$ cat src/rtl/nexpo_bus_pkg.sv
// Shared bus definitions for the nexpo memory path: read-owner encoding,
// word geometry and the RAM address range check.
package nexpo_bus_pkg;

  typedef enum logic [1:0] {
    OWN_NONE = 2'd0,
    OWN_I    = 2'd1,
    OWN_D    = 2'd2
  } owner_e;

  localparam int unsigned WORD_BYTES = 4;

  // True when every byte-address bit above the RAM word index is zero.
  function automatic logic in_range(input logic [31:0] addr, input int unsigned addr_w);
    logic [31:0] hi;
    hi = addr >> (addr_w + $clog2(WORD_BYTES));
    return (hi == 32'd0);
  endfunction

endpackage

$ cat src/rtl/nexpo_starve_arb.sv
// Two-requester fixed-priority arbiter: req[0] normally wins, but req[1] is
// forced through after STARVE_MAX consecutive denied cycles.
module nexpo_starve_arb #(
  parameter int unsigned STARVE_MAX = 4
) (
  input  logic       clk,
  input  logic       rst,
  input  logic [1:0] req,
  output logic [1:0] gnt
);

  localparam int unsigned CNT_W = (STARVE_MAX < 1) ? 1 : $clog2(STARVE_MAX + 1);

  logic [CNT_W-1:0] cnt_q, cnt_d;
  logic             force_lo;

  always_comb begin
    force_lo = (cnt_q == CNT_W'(STARVE_MAX));
    gnt      = '0;
    if (!rst) begin
      gnt[0] = req[0] & ~force_lo;
      gnt[1] = req[1] & (~req[0] | force_lo);
    end
    // Counts only denied cycles of a live low-priority request; saturates.
    cnt_d = cnt_q;
    if (!req[1] || gnt[1]) begin
      cnt_d = '0;
    end else if (!force_lo) begin
      cnt_d = cnt_q + CNT_W'(1);
    end
  end

  always_ff @(posedge clk) begin
    if (rst) begin
      cnt_q <= '0;
    end else begin
      cnt_q <= cnt_d;
    end
  end

endmodule

$ cat src/rtl/nexpo_mem_arbiter.sv
// Shares one single-port synchronous RAM between the fetch and data ports of
// the core; out-of-range accesses are granted but never strobe the RAM.
module nexpo_mem_arbiter
  import nexpo_bus_pkg::*;
#(
  parameter int unsigned ADDR_W     = 12,
  parameter int unsigned STARVE_MAX = 4
) (
  input  logic              clk,
  input  logic              rst,
  input  logic              i_req,
  input  logic [31:0]       i_addr,
  output logic              i_gnt,
  output logic              i_rvalid,
  output logic [31:0]       i_rdata,
  output logic              i_err,
  input  logic              d_req,
  input  logic              d_we,
  input  logic [3:0]        d_mask,
  input  logic [31:0]       d_addr,
  input  logic [31:0]       d_wdata,
  output logic              d_gnt,
  output logic              d_rvalid,
  output logic [31:0]       d_rdata,
  output logic              d_err,
  output logic              m_en,
  output logic [3:0]        m_we,
  output logic [ADDR_W-1:0] m_addr,
  output logic [31:0]       m_wdata,
  input  logic [31:0]       m_rdata
);

  logic [1:0] gnt;
  logic       i_inr, d_inr;
  owner_e     state_q;
  logic       err_q;

  nexpo_starve_arb #(
    .STARVE_MAX(STARVE_MAX)
  ) u_arb (
    .clk (clk),
    .rst (rst),
    .req ({i_req, d_req}),
    .gnt (gnt)
  );

  assign d_gnt = gnt[0];
  assign i_gnt = gnt[1];
  assign i_inr = in_range(i_addr, ADDR_W);
  assign d_inr = in_range(d_addr, ADDR_W);

  always_comb begin
    m_en    = 1'b0;
    m_we    = '0;
    m_addr  = '0;
    m_wdata = '0;
    if (d_gnt) begin
      m_addr = d_addr[ADDR_W+1:2];
      if (d_we) begin
        m_wdata = d_wdata;
        // An all-zero mask is a granted no-op rather than a RAM read.
        if (d_inr) begin
          m_we = d_mask;
          m_en = |d_mask;
        end
      end else begin
        m_en = d_inr;
      end
    end else if (i_gnt) begin
      m_addr = i_addr[ADDR_W+1:2];
      m_en   = i_inr;
    end
  end

  // Owner of the read launched this cycle; decided from the grant every cycle
  // so back-to-back reads stream without a bubble.
  always_ff @(posedge clk) begin
    if (rst) begin
      state_q <= OWN_NONE;
      err_q   <= 1'b0;
    end else if (d_gnt && !d_we) begin
      state_q <= OWN_D;
      err_q   <= ~d_inr;
    end else if (i_gnt) begin
      state_q <= OWN_I;
      err_q   <= ~i_inr;
    end else begin
      state_q <= OWN_NONE;
      err_q   <= 1'b0;
    end
  end

  // Gating with rst discards a read that was in flight when reset arrived.
  assign i_rvalid = ~rst & (state_q == OWN_I);
  assign d_rvalid = ~rst & (state_q == OWN_D);
  assign i_err    = i_rvalid & err_q;
  assign i_rdata  = (i_rvalid && !err_q) ? m_rdata : '0;
  assign d_rdata  = (d_rvalid && !err_q) ? m_rdata : '0;
  assign d_err    = (d_rvalid & err_q) | (d_gnt & d_we & ~d_inr);

endmodule
$ cat config.mk
export PLATFORM = sky130hd
export DESIGN_NAME = nexpo_mem_arbiter
export DESIGN_NICKNAME = d
export VERILOG_FILES = /design/src/rtl/nexpo_bus_pkg.sv /design/src/rtl/nexpo_starve_arb.sv /design/src/rtl/nexpo_mem_arbiter.sv
export SDC_FILE = /design/constraint.sdc
export NUM_CORES = 1
export LEC_CHECK = 0
export CAP_MARGIN = 10
export CORE_AREA = 5 5 96 98
export DETAILED_ROUTE_END_ITERATION = 8
export DIE_AREA = 0 0 101 103
export HOLD_SLACK_MARGIN = 0.06
export PLACE_DENSITY = 0.82
export SYNTH_ARGS = -nofsm -noshare
export SYNTH_HDL_FRONTEND = slang
export SYNTH_HIERARCHICAL = 1
export SYNTH_SLANG_ARGS = --single-unit
$ cat constraint.sdc
create_clock -name clk -period 1.8 [get_ports clk]
set_input_delay 0.18 -clock clk [delete_from_list [all_inputs] [get_ports clk]]
set_output_delay 0.18 -clock clk [all_outputs]
set_load 0.05 [all_outputs]
==> run metrics, run 1 <==
later-pin clock latency in the skew report=0.23 ns; post-route cell area=0.00608 mm^2; root buffer cell=clkbuf_8; gp weighted congestion=0.850; # hold bufs at CTS=0; number of global-route vias before repair=2771; CTS buffer count=3; core box area=0.00838 mm^2; Antenna Nets Post-Route=0; fin crit period=1.97 ns; largest net degree at the start of global routing=22; first-pass GRT wire length=15.2 mm; post-synth cell types=27; CTS max path bufs=2; crit start category=flop; CP Cell Sequence=inv_2 > ha_4 > a21bo_4 > nor2_4 > buf_6 > nor2b_4 > buf_12 > a22o_4 > buf_8; # diodes=0; Syn. warnings=6; DRT Pass-1 Iters=4; reg2reg path depth=10; H-tree levels=1; first-iteration detailed-routing DRC count=25; largest area contributor in the synthesized netlist=and2_1; # port buffers=251; Die H=103 um; CP max FO=5; register area share after synthesis=9.85%; Final WS setup=-0.167 ns; DIE WIDTH=101 um; Worst Skew=0.00399 ns; Critical Path End Type=output pin; Sinks on Clock Net=6; area delta synth->final=399%; Pins Over Slew Limit=0; failing checks=setup timing; final hold vios=0; maximum clock rate=508 MHz; Post-DP Area=0.00557 mm^2; vias per inst=4.48; CP startpoint=u_arb/cnt_q[0]; hold path start=rst; layout cells sized above 1=66.0%; cell count after synthesis=182; Final Util=72.6%; initial antenna violation count=0; Total Routing Usage GR=19.3%; clock-pin slew on the worst setup and hold paths=0.04 ns; CP Class=flop to output pin; Wirelength per Cell=20.1 um; Slew @ Worst Pin=0.322 ns; hold path cells=4; final WL=11.4 mm; row cnt=34; initial core utilization=14.6%; Netlist Area Pre-Place=0.00122 mm^2; Period Utilization, post-route=109%; via count=2539; Critical Path Max Stage Delay=0.33 ns; maximum vdd drop=0.000207 V; fin nets=600; I/O pins=256; Cell Pwr Density=220 mW/mm^2; die area=0.0104 mm^2; Seq cells post-synth=6; Critical-path top delay cell=dfxtp_2; drc violations=0; synthesized area per cell=6.70 um^2; setup_tns=-5.42 ns; R2R Path Start=u_arb/cnt_q[0]; Hold Crit Class=input port to flop; global route total overflow=0; largest cells by area after synthesis=and2_1, and3_1, dfxtp_1; RSZ-0062 raised after global routing=yes; Max-cap violations=0; slew margin rel.=78.5%; Crit path arrival time=1.79 ns; Post-Synthesis Net Count=321; CTS tree=built; hpwl dp=8.81 mm; Fill cells=526; CP Data Required Time=1.62 ns; # setup viols final=50; outcome=finished with violations; Leakage=2.52 nW; share of the synthesized area in the top cell type=33.8%
[layer usage]
| layer | vias up | global-route usage [%] | wire length (um) |
|---|---|---|---|
| met1 | 1174 | 18.0 | 3520 |
| li1 | 1195 | - | - |
| met2 | 148 | 40.5 | 6690 |
| met3 | 22 | 4.33 | 820 |
| met4 | 0 | 6.34 | 352 |
| met5 | - | 0 | 0 |
[synthesized netlist by cell type]
| cell | n |
|---|---|
| nand3b_1 | 1 |
| a21bo_2 | 1 |
| and2_1 | 66 |
| or4_1 | 1 |
| nor3_1 | 2 |
| and3_1 | 36 |
| a22o_1 | 10 |
| clkbuf_1 | 15 |
| nor3_2 | 1 |
| nand2_1 | 7 |
| o21ai_0 | 3 |
| nor4_1 | 8 |
| nor2_1 | 2 |
| nor3b_1 | 2 |
| o32ai_1 | 1 |
| and2b_1 | 2 |
| or4_4 | 1 |
| or3b_1 | 1 |
| ha_1 | 2 |
| a32o_2 | 1 |
| dfxtp_1 | 6 |
| nand2b_1 | 3 |
| nand3_1 | 1 |
| and4_4 | 1 |
| a211oi_2 | 1 |
| nor2b_1 | 2 |
| inv_1 | 5 |
[worst max-delay path, delay by kind of cell, from the launching register on]
kind	cells	cell delay (ns)
compound gates	2	0.45
fa+ha+maj	1	0.15
buf+inv	4	0.45
flops	1	0.33
simple gates	2	0.17
[repair_timing]
action,4_1_cts,5_1_grt
setup buffers,7,4
setup endpoints to repair,114,114
hold endpoints to repair,0,0
gates resized for setup,48,21
pin swaps,10,4
cloned,6,3
[power by group]
group	switching [mW]	leakage (nW)	internal, mW	total (mW)
Clock	0.0638	0.0216	0.144	0.208
Sequential	0.00329	0.0506	0.138	0.141
Combinational	0.411	2.45	0.577	0.988
[state kept, by name, summed over array words and instances, names as in the netlist]
signal       count
state_q          2
err_q            1
u_arb/cnt_q      3
[layout by cell type, fill, tap and decap left out, types with 3 or more instances in the layout]
cell type        netlist  layout
a22o_4                 0      10
and2_4                 0      64
and3_4                 0      36
buf_12                 0     113
buf_16                 0       7
buf_2                  0       3
buf_4                  0      17
buf_6                  0      12
buf_8                  0       5
clkbuf_16              0       3
clkbuf_8               0       3
clkdlybuf4s50_1        0     121
dfxtp_2                0       4
dlygate4sd2_1          0       5
inv_1                  5       3
nand2_1                7       4
nand2b_1               3       3
nor4_1                 8       4
nor4_2                 0       4
[per-stage QoR]
stage,hold WS (ns),worst slack [ns],instances,total power [mW]
after CTS,0.512,-0.157,560,1.30
after global placement,0.416,-0.265,545,1.03
final,0.512,-0.167,567,1.34
after floorplan,0.252,-0.155,182,0.485
after detailed placement,0.432,-0.312,545,1.04
after global routing,0.539,-0.223,567,1.39
[path summary, 6_finish.rpt]
check                    to  slack (ns)
min reg2reg  u_arb/cnt_q[0]        0.53
max reg2reg           err_q        0.11
max               m_addr[6]       -0.17
min              state_q[1]        0.51
[final cells by class]
type | count | area, um^2 | share of cell area (%)
clock buffer | 3 | 41.3 | 0.679
sequential | 6 | 125 | 2.06
timing repair buffer | 289 | 4170 | 68.6
inverter | 5 | 18.8 | 0.309
multi-input combinational | 156 | 1590 | 26.1
tap | 108 | 135 | 2.22
[cells by family (layout without fill, tap and decap cells)]
group,Yosys count,count (layout),share of synthesized area [%]
AOI/OAI and AO/OA,17,17,11.9
adders and majority gates,2,2,2.05
buffers and inverters,20,297,6.15
DFF,6,6,9.85
and+or+nand+nor,137,137,70.1
No activity file was read; power rests on OpenSTA's default activity.
==> run 2, diff against run 1 <==
Settings changed: CTS_BUF_LIST set to sky130_fd_sc_hd__clkbuf_8 sky130_fd_sc_hd__clkbuf_16, CTS_CLUSTER_DIAMETER set to 50.
==> results of run 2 <==
No change in the layout: final DEF, timing and power equal those of run 1.
